--- config.mk ---
export PLATFORM = sky130hd
export DESIGN_NAME = df_sat_accum_flat
export DESIGN_NICKNAME = d
export VERILOG_FILES = /design/src/rtl/df_sat_accum_if.sv /design/src/rtl/df_sat_accum.sv /design/src/flat_wrapper.sv
export SDC_FILE = /design/constraint.sdc
export NUM_CORES = 1
export LEC_CHECK = 0
export ABC_AREA = 1
export CAP_MARGIN = 30
export CORE_MARGIN = 2
export CORE_UTILIZATION = 51
export DETAILED_ROUTE_END_ITERATION = 10
export PLACE_DENSITY = 0.75
export SKIP_CTS_REPAIR_TIMING = 1
export SYNTH_ARGS = -nofsm -noshare
export SYNTH_HDL_FRONTEND = slang
export SYNTH_SLANG_ARGS = --single-unit
--- constraint.sdc ---
create_clock -name clk -period 2.55 [get_ports clk]
set_input_delay 0.255 -clock clk [delete_from_list [all_inputs] [get_ports clk]]
set_output_delay 0.255 -clock clk [all_outputs]
set_load 0.05 [all_outputs]
--- src/rtl/df_sat_accum_if.sv ---
// Stream bundle for df_sat_accum: sample input, block result output and status.
// The master modport is the upstream/downstream side; the accumulator uses slave.
interface df_sat_accum_if #(
    parameter int IN_W  = 9,
    parameter int OUT_W = 8,
    parameter int CNT_W = 5
);
    logic signed [IN_W-1:0]  in_data;
    logic                    in_valid;
    logic                    in_ready;
    logic        [CNT_W-1:0] len;
    logic        [OUT_W-1:0] out_data;
    logic                    out_valid;
    logic                    out_ready;
    logic                    out_sat;
    logic                    busy;

    modport master (
        output in_data, in_valid, len, out_ready,
        input  in_ready, out_data, out_valid, out_sat, busy
    );

    modport slave (
        input  in_data, in_valid, len, out_ready,
        output in_ready, out_data, out_valid, out_sat, busy
    );
endinterface

--- src/rtl/df_sat_accum.sv ---
// Block accumulator: sums eff(len) signed samples, clamps the exact sum to OUT_W bits.
// Define DF_SAT_ACCUM_SIGNED_EN for a two's complement output range (default: unsigned clamp).
module df_sat_accum #(
    parameter int IN_W    = 9,
    parameter int OUT_W   = 8,
    parameter int MAX_LEN = 16,
    parameter int CNT_W   = $clog2(MAX_LEN + 1)
) (
    input logic           clk,
    input logic           rst_n,
    df_sat_accum_if.slave bus
);
    localparam int ACC_W = IN_W + $clog2(MAX_LEN);
    localparam logic [CNT_W-1:0] LEN_MAX = CNT_W'(MAX_LEN);
    localparam logic [CNT_W-1:0] LEN_ONE = CNT_W'(1);

    // Clamp bounds are one bit wider than the sum so the unsigned ceiling stays positive.
`ifdef DF_SAT_ACCUM_SIGNED_EN
    localparam logic signed [ACC_W:0] SAT_HI = {{(ACC_W - OUT_W + 2){1'b0}}, {(OUT_W - 1){1'b1}}};
    localparam logic signed [ACC_W:0] SAT_LO = {{(ACC_W - OUT_W + 2){1'b1}}, {(OUT_W - 1){1'b0}}};
`else
    localparam logic signed [ACC_W:0] SAT_HI = {{(ACC_W - OUT_W + 1){1'b0}}, {OUT_W{1'b1}}};
    localparam logic signed [ACC_W:0] SAT_LO = '0;
`endif

    typedef enum logic [1:0] {
        IDLE,
        ACC,
        HOLD
    } state_t;

    state_t                  state;
    logic signed [ACC_W-1:0] acc;
    logic        [CNT_W-1:0] cnt;
    logic        [CNT_W-1:0] len_q;
    logic        [OUT_W-1:0] out_data_q;
    logic                    out_valid_q;
    logic                    out_sat_q;

    logic signed [ACC_W-1:0] sample_ext;
    logic signed [ACC_W-1:0] sum_next;
    logic signed [ACC_W:0]   sum_wide;
    logic        [CNT_W-1:0] len_eff;
    logic        [CNT_W-1:0] cnt_next;
    logic                    in_xfer;
    logic                    last_sample;
    logic        [OUT_W-1:0] clamp_data;
    logic                    clamp_sat;

    assign bus.in_ready  = (state != HOLD);
    assign bus.busy      = (state != IDLE);
    assign bus.out_data  = out_data_q;
    assign bus.out_valid = out_valid_q;
    assign bus.out_sat   = out_sat_q;

    assign in_xfer    = bus.in_valid && (state != HOLD);
    assign sample_ext = ACC_W'(bus.in_data);
    assign cnt_next   = cnt + LEN_ONE;
    assign sum_next   = (state == IDLE) ? sample_ext : (acc + sample_ext);
    assign sum_wide   = (ACC_W + 1)'(sum_next);

    // len is only honoured on the first sample of a block.
    always_comb begin
        if (bus.len == '0) begin
            len_eff = LEN_ONE;
        end else if (bus.len > LEN_MAX) begin
            len_eff = LEN_MAX;
        end else begin
            len_eff = bus.len;
        end
    end

    assign last_sample = (state == IDLE) ? (len_eff == LEN_ONE) : (cnt_next == len_q);

    always_comb begin
        clamp_data = sum_wide[OUT_W-1:0];
        clamp_sat  = 1'b0;
        if (sum_wide < SAT_LO) begin
            clamp_data = SAT_LO[OUT_W-1:0];
            clamp_sat  = 1'b1;
        end else if (sum_wide > SAT_HI) begin
            clamp_data = SAT_HI[OUT_W-1:0];
            clamp_sat  = 1'b1;
        end
    end

    // The result is registered on the last sample transfer so it appears with out_valid.
    always_ff @(posedge clk) begin
        if (!rst_n) begin
            state       <= IDLE;
            acc         <= '0;
            cnt         <= '0;
            len_q       <= '0;
            out_data_q  <= '0;
            out_valid_q <= 1'b0;
            out_sat_q   <= 1'b0;
        end else begin
            case (state)
                IDLE, ACC: begin
                    if (in_xfer) begin
                        acc <= sum_next;
                        if (state == IDLE) begin
                            len_q <= len_eff;
                            cnt   <= LEN_ONE;
                        end else begin
                            cnt <= cnt_next;
                        end
                        if (last_sample) begin
                            state       <= HOLD;
                            out_data_q  <= clamp_data;
                            out_sat_q   <= clamp_sat;
                            out_valid_q <= 1'b1;
                        end else begin
                            state <= ACC;
                        end
                    end
                end
                HOLD: begin
                    if (bus.out_ready) begin
                        state       <= IDLE;
                        out_valid_q <= 1'b0;
                    end
                end
                default: begin
                    state       <= IDLE;
                    out_valid_q <= 1'b0;
                end
            endcase
        end
    end

    a_valid_in_hold: assert property (@(posedge clk) disable iff (!rst_n)
        out_valid_q == (state == HOLD));

    a_cnt_in_range: assert property (@(posedge clk) disable iff (!rst_n)
        cnt <= len_q);
endmodule
--- src/flat_wrapper.sv ---
// flat-port wrapper written by rule: the top's interface ports become plain ports
module df_sat_accum_flat 
#(
    parameter int IN_W    = 9,
    parameter int OUT_W   = 8,
    parameter int MAX_LEN = 16,
    parameter int CNT_W   = $clog2(MAX_LEN + 1)
)
  (clk, rst_n, bus_in_data, bus_in_valid, bus_len, bus_out_ready, bus_in_ready, bus_out_data, bus_out_valid, bus_out_sat, bus_busy);
  df_sat_accum_if #(.IN_W(IN_W), .OUT_W(OUT_W), .CNT_W(CNT_W)) bus_i ();
  input logic clk;
  input logic rst_n;
  input wire logic [$bits(bus_i.in_data)-1:0] bus_in_data;
  input wire logic [$bits(bus_i.in_valid)-1:0] bus_in_valid;
  input wire logic [$bits(bus_i.len)-1:0] bus_len;
  input wire logic [$bits(bus_i.out_ready)-1:0] bus_out_ready;
  output wire logic [$bits(bus_i.in_ready)-1:0] bus_in_ready;
  output wire logic [$bits(bus_i.out_data)-1:0] bus_out_data;
  output wire logic [$bits(bus_i.out_valid)-1:0] bus_out_valid;
  output wire logic [$bits(bus_i.out_sat)-1:0] bus_out_sat;
  output wire logic [$bits(bus_i.busy)-1:0] bus_busy;
  assign bus_i.in_data = bus_in_data;
  assign bus_i.in_valid = bus_in_valid;
  assign bus_i.len = bus_len;
  assign bus_i.out_ready = bus_out_ready;
  assign bus_in_ready = bus_i.in_ready;
  assign bus_out_data = bus_i.out_data;
  assign bus_out_valid = bus_i.out_valid;
  assign bus_out_sat = bus_i.out_sat;
  assign bus_busy = bus_i.busy;
  df_sat_accum #(.IN_W(IN_W), .OUT_W(OUT_W), .MAX_LEN(MAX_LEN), .CNT_W(CNT_W)) u_core (.clk(clk), .rst_n(rst_n), .bus(bus_i));
endmodule
Word-level counts from Yosys, hierarchy flattened

Index checks and enable logic that the tools add are counted.

Register bits after elaboration: 35
Output and inout bits: 12
Logic and storage cells: 47

$lt $le $gt $ge: 3
Equality and inequality tests: 8
Add/subtract/negate cells: 2
Reductions and logical operators: 10
Muxes and demuxes: 17

Operators by type and width:

| operator              | count |
|---|---|
| $mux W8               | 2 |
| $mux W5               | 3 |
| $add A13 B9 Y13       | 1 |
| $gt A13 B9 Y1 const B | 1 |
| $lt A13 B1 Y1 const B | 1 |
| $mux W13              | 1 |
| $reduce_and A3 Y1     | 3 |
| $mux W1               | 6 |
| $mux W2               | 3 |
| $add A5 B1 Y5 const B | 1 |
| $eq A5 B1 Y1 const B  | 1 |
| $eq A5 B5 Y1          | 1 |
| $gt A5 B5 Y1 const B  | 1 |
| $logic_not A5 Y1      | 1 |
| $ne A2 B1 Y1 const B  | 2 |
| $ne A2 B2 Y1 const B  | 2 |
| $pmux W2 S2           | 1 |
| $reduce_and A2 Y1     | 2 |
| $eq A2 B1 Y1 const B  | 1 |
| $eq A2 B2 Y1 const B  | 1 |
| $logic_not A2 Y1      | 1 |
| $pmux W1 S2           | 1 |
| $reduce_bool A2 Y1    | 1 |
| $reduce_or A2 Y1      | 1 |
| $logic_and A1 B1 Y1   | 1 |

Depth between registers and ports, before layout

Gate-level depths: netlist (run 1).

Word-level depth: 8
Depth in mapped cells: 15

Worst setup path before layout (run 1)

OpenSTA, ideal clock, no wires.

Kind: register to register
From: register u_core.acc[0]
To: register u_core.out_data_q[3], in the netlist u_core.bus.out_data[3]
Stages on the path, launching flop included: 15
Path buffers: 0
Arrival: 1.854 ns
Setup slack: 0.565 ns
Library setup time: 0.131 ns
Path through: dfxtp_1 > ha_1 > fa_1 > nand2_1 > nand2_1 > nand3_1 > nand3_1 > nand3_1 > nand2_1 > inv_1 > nand2_1 > nor2_4 > nand2_1 > nand2_1 > a21oi_2

Word-level cells in the longest chain between the ends: 5
Elaborated cells on any way between the ends: 6

RTL lines:

| item                   | RTL line            | text |
|---|---|---|
| from (decl)            | df_sat_accum.sv:33  | `logic signed [ACC_W-1:0] acc;` |
| from (signal assigned) | df_sat_accum.sv:101 | `acc <= sum_next;` |
| $add A13 B9 Y13 *      | df_sat_accum.sv:59  | `assign sum_next = (state == IDLE) ? sample_ext : (acc + sample_ext);` |
| $mux W13 *             | df_sat_accum.sv:59  |  |
| $gt A13 B9 Y1          | df_sat_accum.sv:81  | `end else if (sum_wide > SAT_HI) begin` |
| $mux W8                | df_sat_accum.sv:81  |  |
| $mux W8 *              | df_sat_accum.sv:78  | `if (sum_wide < SAT_LO) begin` |
| to (signal assigned)   | df_sat_accum.sv:110 | `out_data_q <= clamp_data;` |
| to (decl)              | df_sat_accum.sv:36  | `logic [OUT_W-1:0] out_data_q;` |

Every way passes the cells marked *; elsewhere a longest branch is shown, timed or not.
A chain may end at the register's enable or synchronous reset.

Worst setup path in the final report (run 1)

From: register u_core.state[1]
To: output bus_busy

Word-level cells in the longest chain between the ends: 1

RTL lines:

| item                   | RTL line            | text |
|---|---|---|
| from (decl)            | df_sat_accum.sv:32  | `state_t state;` |
| from (signal assigned) | df_sat_accum.sv:90  | `state <= IDLE;` |
| from (signal assigned) | df_sat_accum.sv:109 | `state <= HOLD;` |
| from (signal assigned) | df_sat_accum.sv:114 | `state <= ACC;` |
| $reduce_bool A2 Y1     | df_sat_accum.sv:51  | `assign bus.busy = (state != IDLE);` |
| to (decl)              | flat_wrapper.sv:21  | `output wire logic [$bits(bus_i.busy)-1:0] bus_busy;` |

No other way between the ends.

==> results.cfg, run 1 <==
[clock_tree]
cts.sinks = 35
cts_root_buf = clkbuf_8
htree_levels = 2
clk_pin_slew_ns = 0.08
cts_buffer_depth = 2
cts_tree = built
cts_made_buffers = 5
clk_latency_ns = 0.29

[route]
drtIter0Drc = 100
drtAntennaViolNets = 0
drc_errors = 0
dr_total_vias = 2292
drt-pass1-iter-count = 4
vias_per_cell = 5.14
wirelength_um = 5590
routedWlPerCell_um = 12.5

[synthesis]
ys_types = 36
yosysTopAreaCellShare_pct = 30.3
seq_area_frac_synth_pct = 30.3
syn_area_sq_um = 2310
synth-seq-cells = 35
synthesis.nets = 389
synth_top_flop_cell = dfxtp_1
synth-edff-count = 0
ys_warn_count = 0
yosys-top-cells-area = dfxtp_1 30%, nand2_1 19%, inv_1 7.5%
synthesis.instances = 357
async_flop_share_pct = 0
synth_top_area_cell = dfxtp_1
syn_area_per_cell_sq_um = 6.47

[setup_path]
endpoint_kind = primary output
cpPeakStageDelay_ns = 0.77
crit_buf_inv = 2
cp_cell_sequence = nor2_2, inv_1, clkdlybuf4s50_1
path_delay_family = buffers and inverters
worst_setup_path_start_kind = flip-flop
crit_arrival_ns = 1.99
path_max_fanout = 10
slowest_stage = clkdlybuf4s50_1
critical_path_class = flip-flop to primary output
critPathRequiredTime_ns = 2.30

[timing]
max_freq_ghz = 0.445
fin_crit_sh_pct = 88.2
setup_ws_ns = 0.302
maxSlewHeadroom_pct = 64.4
hold_ws_ns = 0.466
tightest_slew_ns = 0.531
hold_viol = 0
finClkSkew_ns = 0.00772
rsz0062_at_grt = false
period_minus_slack_ns = 2.25
tns_ns = 0
slew_viol_final = 0
setup_violations = 0

[grt]
grt_pass1_wl_um = 9380
overflow = 0
grt_pass1_vias = 2131
grt_usage_pct = 23.0
antenna_found_initial = 0
grt_max_degree = 20

[finish]
n_fill_cell = 408
area_growth_pct = 20.3
final_cells = 446
fin_nets = 425
n_antenna_cell = 0
drive_above_1_share_pct = 6.85
final_area_sq_um = 2780
fin_util_pct = 63.8

[floorplanning]
io_pins = 30
initial_core_util_pct = 53.0
die-area_sq_um = 5080
die_h_um = 71.3
coreArea_sq_um = 4350
rows = 24
die_x_um = 71.3

[power]
switching_share_pct = 36.9
power.internal_mw = 0.964
leakagePower_nw = 1.32
power.share.combinational_pct = 32.4
power_frac_seq_pct = 39.8
p_per_area_nw_per_um2 = 550
power.total_mw = 1.53
power.switching_mw = 0.564
max-vdd-ir-drop_mv = 0.414
clkPwrFrac_pct = 27.8

[placement]
placed_area_sq_um = 2690
io_buffers = 29
dpl_worst_slack_ns = 0.0204
dp.cells = 438
routabilityCongestion = 0.985
dp_hpwl_um = 4350

[status]
run_status = complete, no violations

[job]
cap_violations = 0

[min_path]
hp-class = flip-flop to flip-flop
worst min-delay path, stage by stage, from the launching register on:
cell	delay, ns
dfxtp_1	0.31
nand2_1	0.06
a21oi_1	0.05
cells in the final DEF, fill, tap and decap left out, types with 2 or more instances in the layout:
cell type	instances
or2_2	2
nand3_1	21
xnor2_1	6
a21oi_1	33
nand2_2	2
dfxtp_1	35
nand2_1	118
a21oi_2	2
nor2_1	21
a31oi_1	3
ha_1	13
clkinvlp_4	2
xor2_1	2
nand4_1	5
buf_4	8
o211ai_1	5
o21ai_0	18
inv_1	46
clkbuf_8	5
clkdlybuf4s50_1	29
final timing paths:
kind | start | to | slack (ns) | depth (start not counted)
worst max-delay path | u_core.state[1] | bus_busy | 0.30 | 3
worst min register to register | u_core.bus.out_valid | u_core.bus.out_valid | 0.47 | 2
worst max register to register | u_core.acc[0] | u_core.bus.out_data[6] | 0.41 | 14
worst min-delay path | u_core.bus.out_valid | u_core.bus.out_valid | 0.47 | 2
registers in the layout (all words and copies together), names as in the netlist:
name / cells
u_core.acc: 13
u_core.bus.out_data: 8
u_core.cnt: 5
u_core.len_q: 5
u_core.state: 2
u_core.bus.out_sat: 1
u_core.bus.out_valid: 1
routing by layer:
metal / part of all wire, % / up-vias / global-route usage, %
met4: 1.4 / 0 / 6.50
met2: 46 / 45 / 39.0
met5: 0 / - / 0
met3: 4.9 / 8 / 4.22
met1: 48 / 1018 / 30.0
li1: - / 1221 / -
cell usage after synthesis (2+ instances only):
cell type,number
o21ai_0,18
or2_2,2
a21oi_1,33
ha_1,13
clkbuf_1,5
nor2_1,21
nand2_1,118
buf_2,2
dfxtp_1,35
a31oi_1,3
o211ai_1,5
inv_1,46
nand3_1,21
xnor2_1,6
nand2_2,2
xor2_1,2
a21oi_2,2
nand4_1,5
cell families after synthesis:
family / share of synthesized area (%)
compound gates: 16.6
flops: 30.3
xor+xnor: 3.03
fa+ha+maj: 7.91
simple gates: 32.8
buf+inv: 9.37
power groups by stage:
| stage | clock network (mW) | logic, mW | registers [mW] |
|---|---|---|---|
| final | 0.424 | 0.496 | 0.609 |
| after global routing | 0.453 | 0.560 | 0.613 |
| after CTS | 0.428 | 0.496 | 0.608 |
| after detailed placement | 0 | 0.491 | 0.621 |
| after global placement | 0 | 0.486 | 0.619 |
| after floorplan | 0 | 0.335 | 0.635 |
final cells by class:
class                   instances  area [sq um]  area share (%)
multi-input cells             267          1390            50.1
clock buffers                   5          68.8            2.48
clock inverters                 3          23.8           0.856
inverters                      47           176            6.35
well taps                      52          65.1            2.34
repair buffers                 37           350            12.6
flip-flops and latches         35           701            25.2
Note: power is estimated with default switching activity, not from simulation.
==> inputs of run 2 (changes only) <==
Settings changed: DONT_BUFFER_PORTS set to 1, PLACE_DENSITY 0.75 to 0.66.
==> run 2 against run 1 <==
Compared with the run above:
- clock skew shrank 0.0031 ns
- final cell count shrank 7.8%
- clock-buffer cell count grew 3
- non-clock buffer count shrank 35
- sequential power grew 3.6%
- fmax grew 0.94%
- clock power grew 4%
- die area is the same
- critical path depth grew 11
- critical endpoint is now u_core.bus.out_data[6]
- largest power group unchanged
==> results.cfg, run 2 (same netlist as run 1, synthesis figures left out) <==
[clock_tree]
cts_made_buffers = 5
cts_buffer_depth = 2
htree_levels = 2
cts.sinks = 35
cts_root_buf = clkbuf_8
clk_latency_ns = 0.28
cts_tree = built
clk_pin_slew_ns = 0.07

[route]
wirelength_um = 5410
vias_per_cell = 5.28
drt-pass1-iter-count = 4
dr_total_vias = 2169
drc_errors = 0
routedWlPerCell_um = 13.2
drtIter0Drc = 98
drtAntennaViolNets = 0

[floorplanning]
die_x_um = 71.3
io_pins = 30
die_h_um = 71.3
initial_core_util_pct = 53.0
rows = 24
coreArea_sq_um = 4350
die-area_sq_um = 5080

[timing]
setup_ws_ns = 0.323
setup_violations = 0
maxSlewHeadroom_pct = 64.3
hold_viol = 0
tightest_slew_ns = 0.533
rsz0062_at_grt = false
max_freq_ghz = 0.449
period_minus_slack_ns = 2.23
tns_ns = 0
fin_crit_sh_pct = 87.4
finClkSkew_ns = 0.00466
slew_viol_final = 0

[finish]
area_growth_pct = 6.07
layout_commonest_cell = nand2_1
largest_reg_flops = 13
multi_input_area_sq_um = 1390
drive_above_1_share_pct = 5.57
seqCellArea_sq_um = 701
fin_nets = 390
regMostFlops = u_core.acc
layout_common_cells = 118 x nand2_1, 46 x inv_1, 35 x dfxtp_1
n_antenna_cell = 0
n_fill_cell = 448

[power]
clkPwrFrac_pct = 29.8
p_per_area_nw_per_um2 = 607
power.share.combinational_pct = 27.7
power.switching_mw = 0.514
max-vdd-ir-drop_mv = 0.434
power_frac_seq_pct = 42.4
power.internal_mw = 0.972
leakagePower_nw = 1.19
switching_share_pct = 34.6

[placement]
routabilityCongestion = 0.879
dpl_worst_slack_ns = 0.342
io_buffers = 0
dp_hpwl_um = 4160

[grt]
grt_pass1_wl_um = 9370
grt_util_met2_pct = 39.5
antenna_found_initial = 0
use_met1_pct = 28.8
busiest_layer = met2
overflow = 0
grt_max_degree = 32
grt_pass1_vias = 2100
grt_usage_pct = 22.8
grtUsageMet3_pct = 5.20

[job]
cap_violations = 0

[setup_path]
critical_path_class = flip-flop to flip-flop
worst_setup_path_start_kind = flip-flop
endpoint_kind = flip-flop
path_max_fanout = 8
critPathRequiredTime_ns = 2.70
crit_arrival_ns = 2.38

[status]
run_status = complete, no violations

[min_path]
hp-class = input pin to flip-flop
run 2: cell types whose count changed in the layout (fill, tap and decap cells not counted), sizes merged:
cell,change
inv,-1
clkbuf,+3
buf,-6
clkinvlp,-2
clkdlybuf4s50,-29
run 2: per-layer routing:
| layer | part of all wire (%) | vias to the layer above | routed length (um) |
|---|---|---|---|
| li1 | - | 1153 | - |
| met1 | 45 | 965 | 2420 |
| met5 | 0 | - | 0 |
| met3 | 5.5 | 5 | 297 |
| met2 | 49 | 46 | 2660 |
| met4 | 0.78 | 0 | 42 |
run 2: worst paths after layout:
check	start	endpoint	slack, ns	cells past startpoint
worst max-delay path	u_core.acc[0]	u_core.bus.out_data[6]	0.32	14
worst min register to register	u_core.len_q[3]	u_core.len_q[3]	0.48	2
worst min-delay path	rst_n	u_core.state[0]	0.09	2
worst max register to register	u_core.acc[0]	u_core.bus.out_data[6]	0.32	14
run 2: critical path, stage by stage (launching register included):
cell and delay, ns:
dfxtp_1 0.32, ha_1 0.23, fa_1 0.44, nand2_1 0.15, nand2_1 0.07, nand3_1 0.10, nand3_1 0.08, nand3_1 0.09
nand2_1 0.06, inv_1 0.07, nand2_1 0.10, nor2_4 0.19, nand2_1 0.07, nand2_1 0.08, a21oi_1 0.06
run 2: cell type report:
| type | count | area share (%) |
|---|---|---|
| repair buffers | 2 | 0.613 |
| clock buffers | 8 | 4.09 |
| well taps | 52 | 2.66 |
| flip-flops and latches | 35 | 28.6 |
| inverters | 47 | 7.20 |
| multi-input cells | 267 | 56.8 |
run 2: per-stage QoR:
step | utilization [%] | cells | total power, mW | hold slack (ns) | area (sq um)
global route | 56.3 | 411 | 1.58 | 0.0906 | 2450
finish | 56.3 | 411 | 1.49 | 0.0899 | 2450
detailed placement | 54.0 | 403 | 1.05 | 0.387 | 2350
global placement | 54.0 | 403 | 1.05 | 0.385 | 2350
CTS | 56.3 | 411 | 1.49 | 0.0884 | 2450
floorplan | - | 357 | 0.970 | 0.393 | 2310
run 2: power by group through the flow:
stage          Clock, mW  Combinational (mW)  Sequential [mW]
3_3_place_gp           0               0.407            0.642
5_1_grt            0.469               0.476            0.634
3_5_place_dp           0               0.409            0.643
6_report           0.443               0.412            0.631
2_1_floorplan          0               0.335            0.635
4_1_cts            0.452               0.412            0.631
==> inputs of run 3 (changes only) <==
Settings changed: ABC_CLOCK_PERIOD_IN_PS set to 2550.
==> results of run 3 <==
The final DEF is identical to that of run 2; final timing and power are the same.
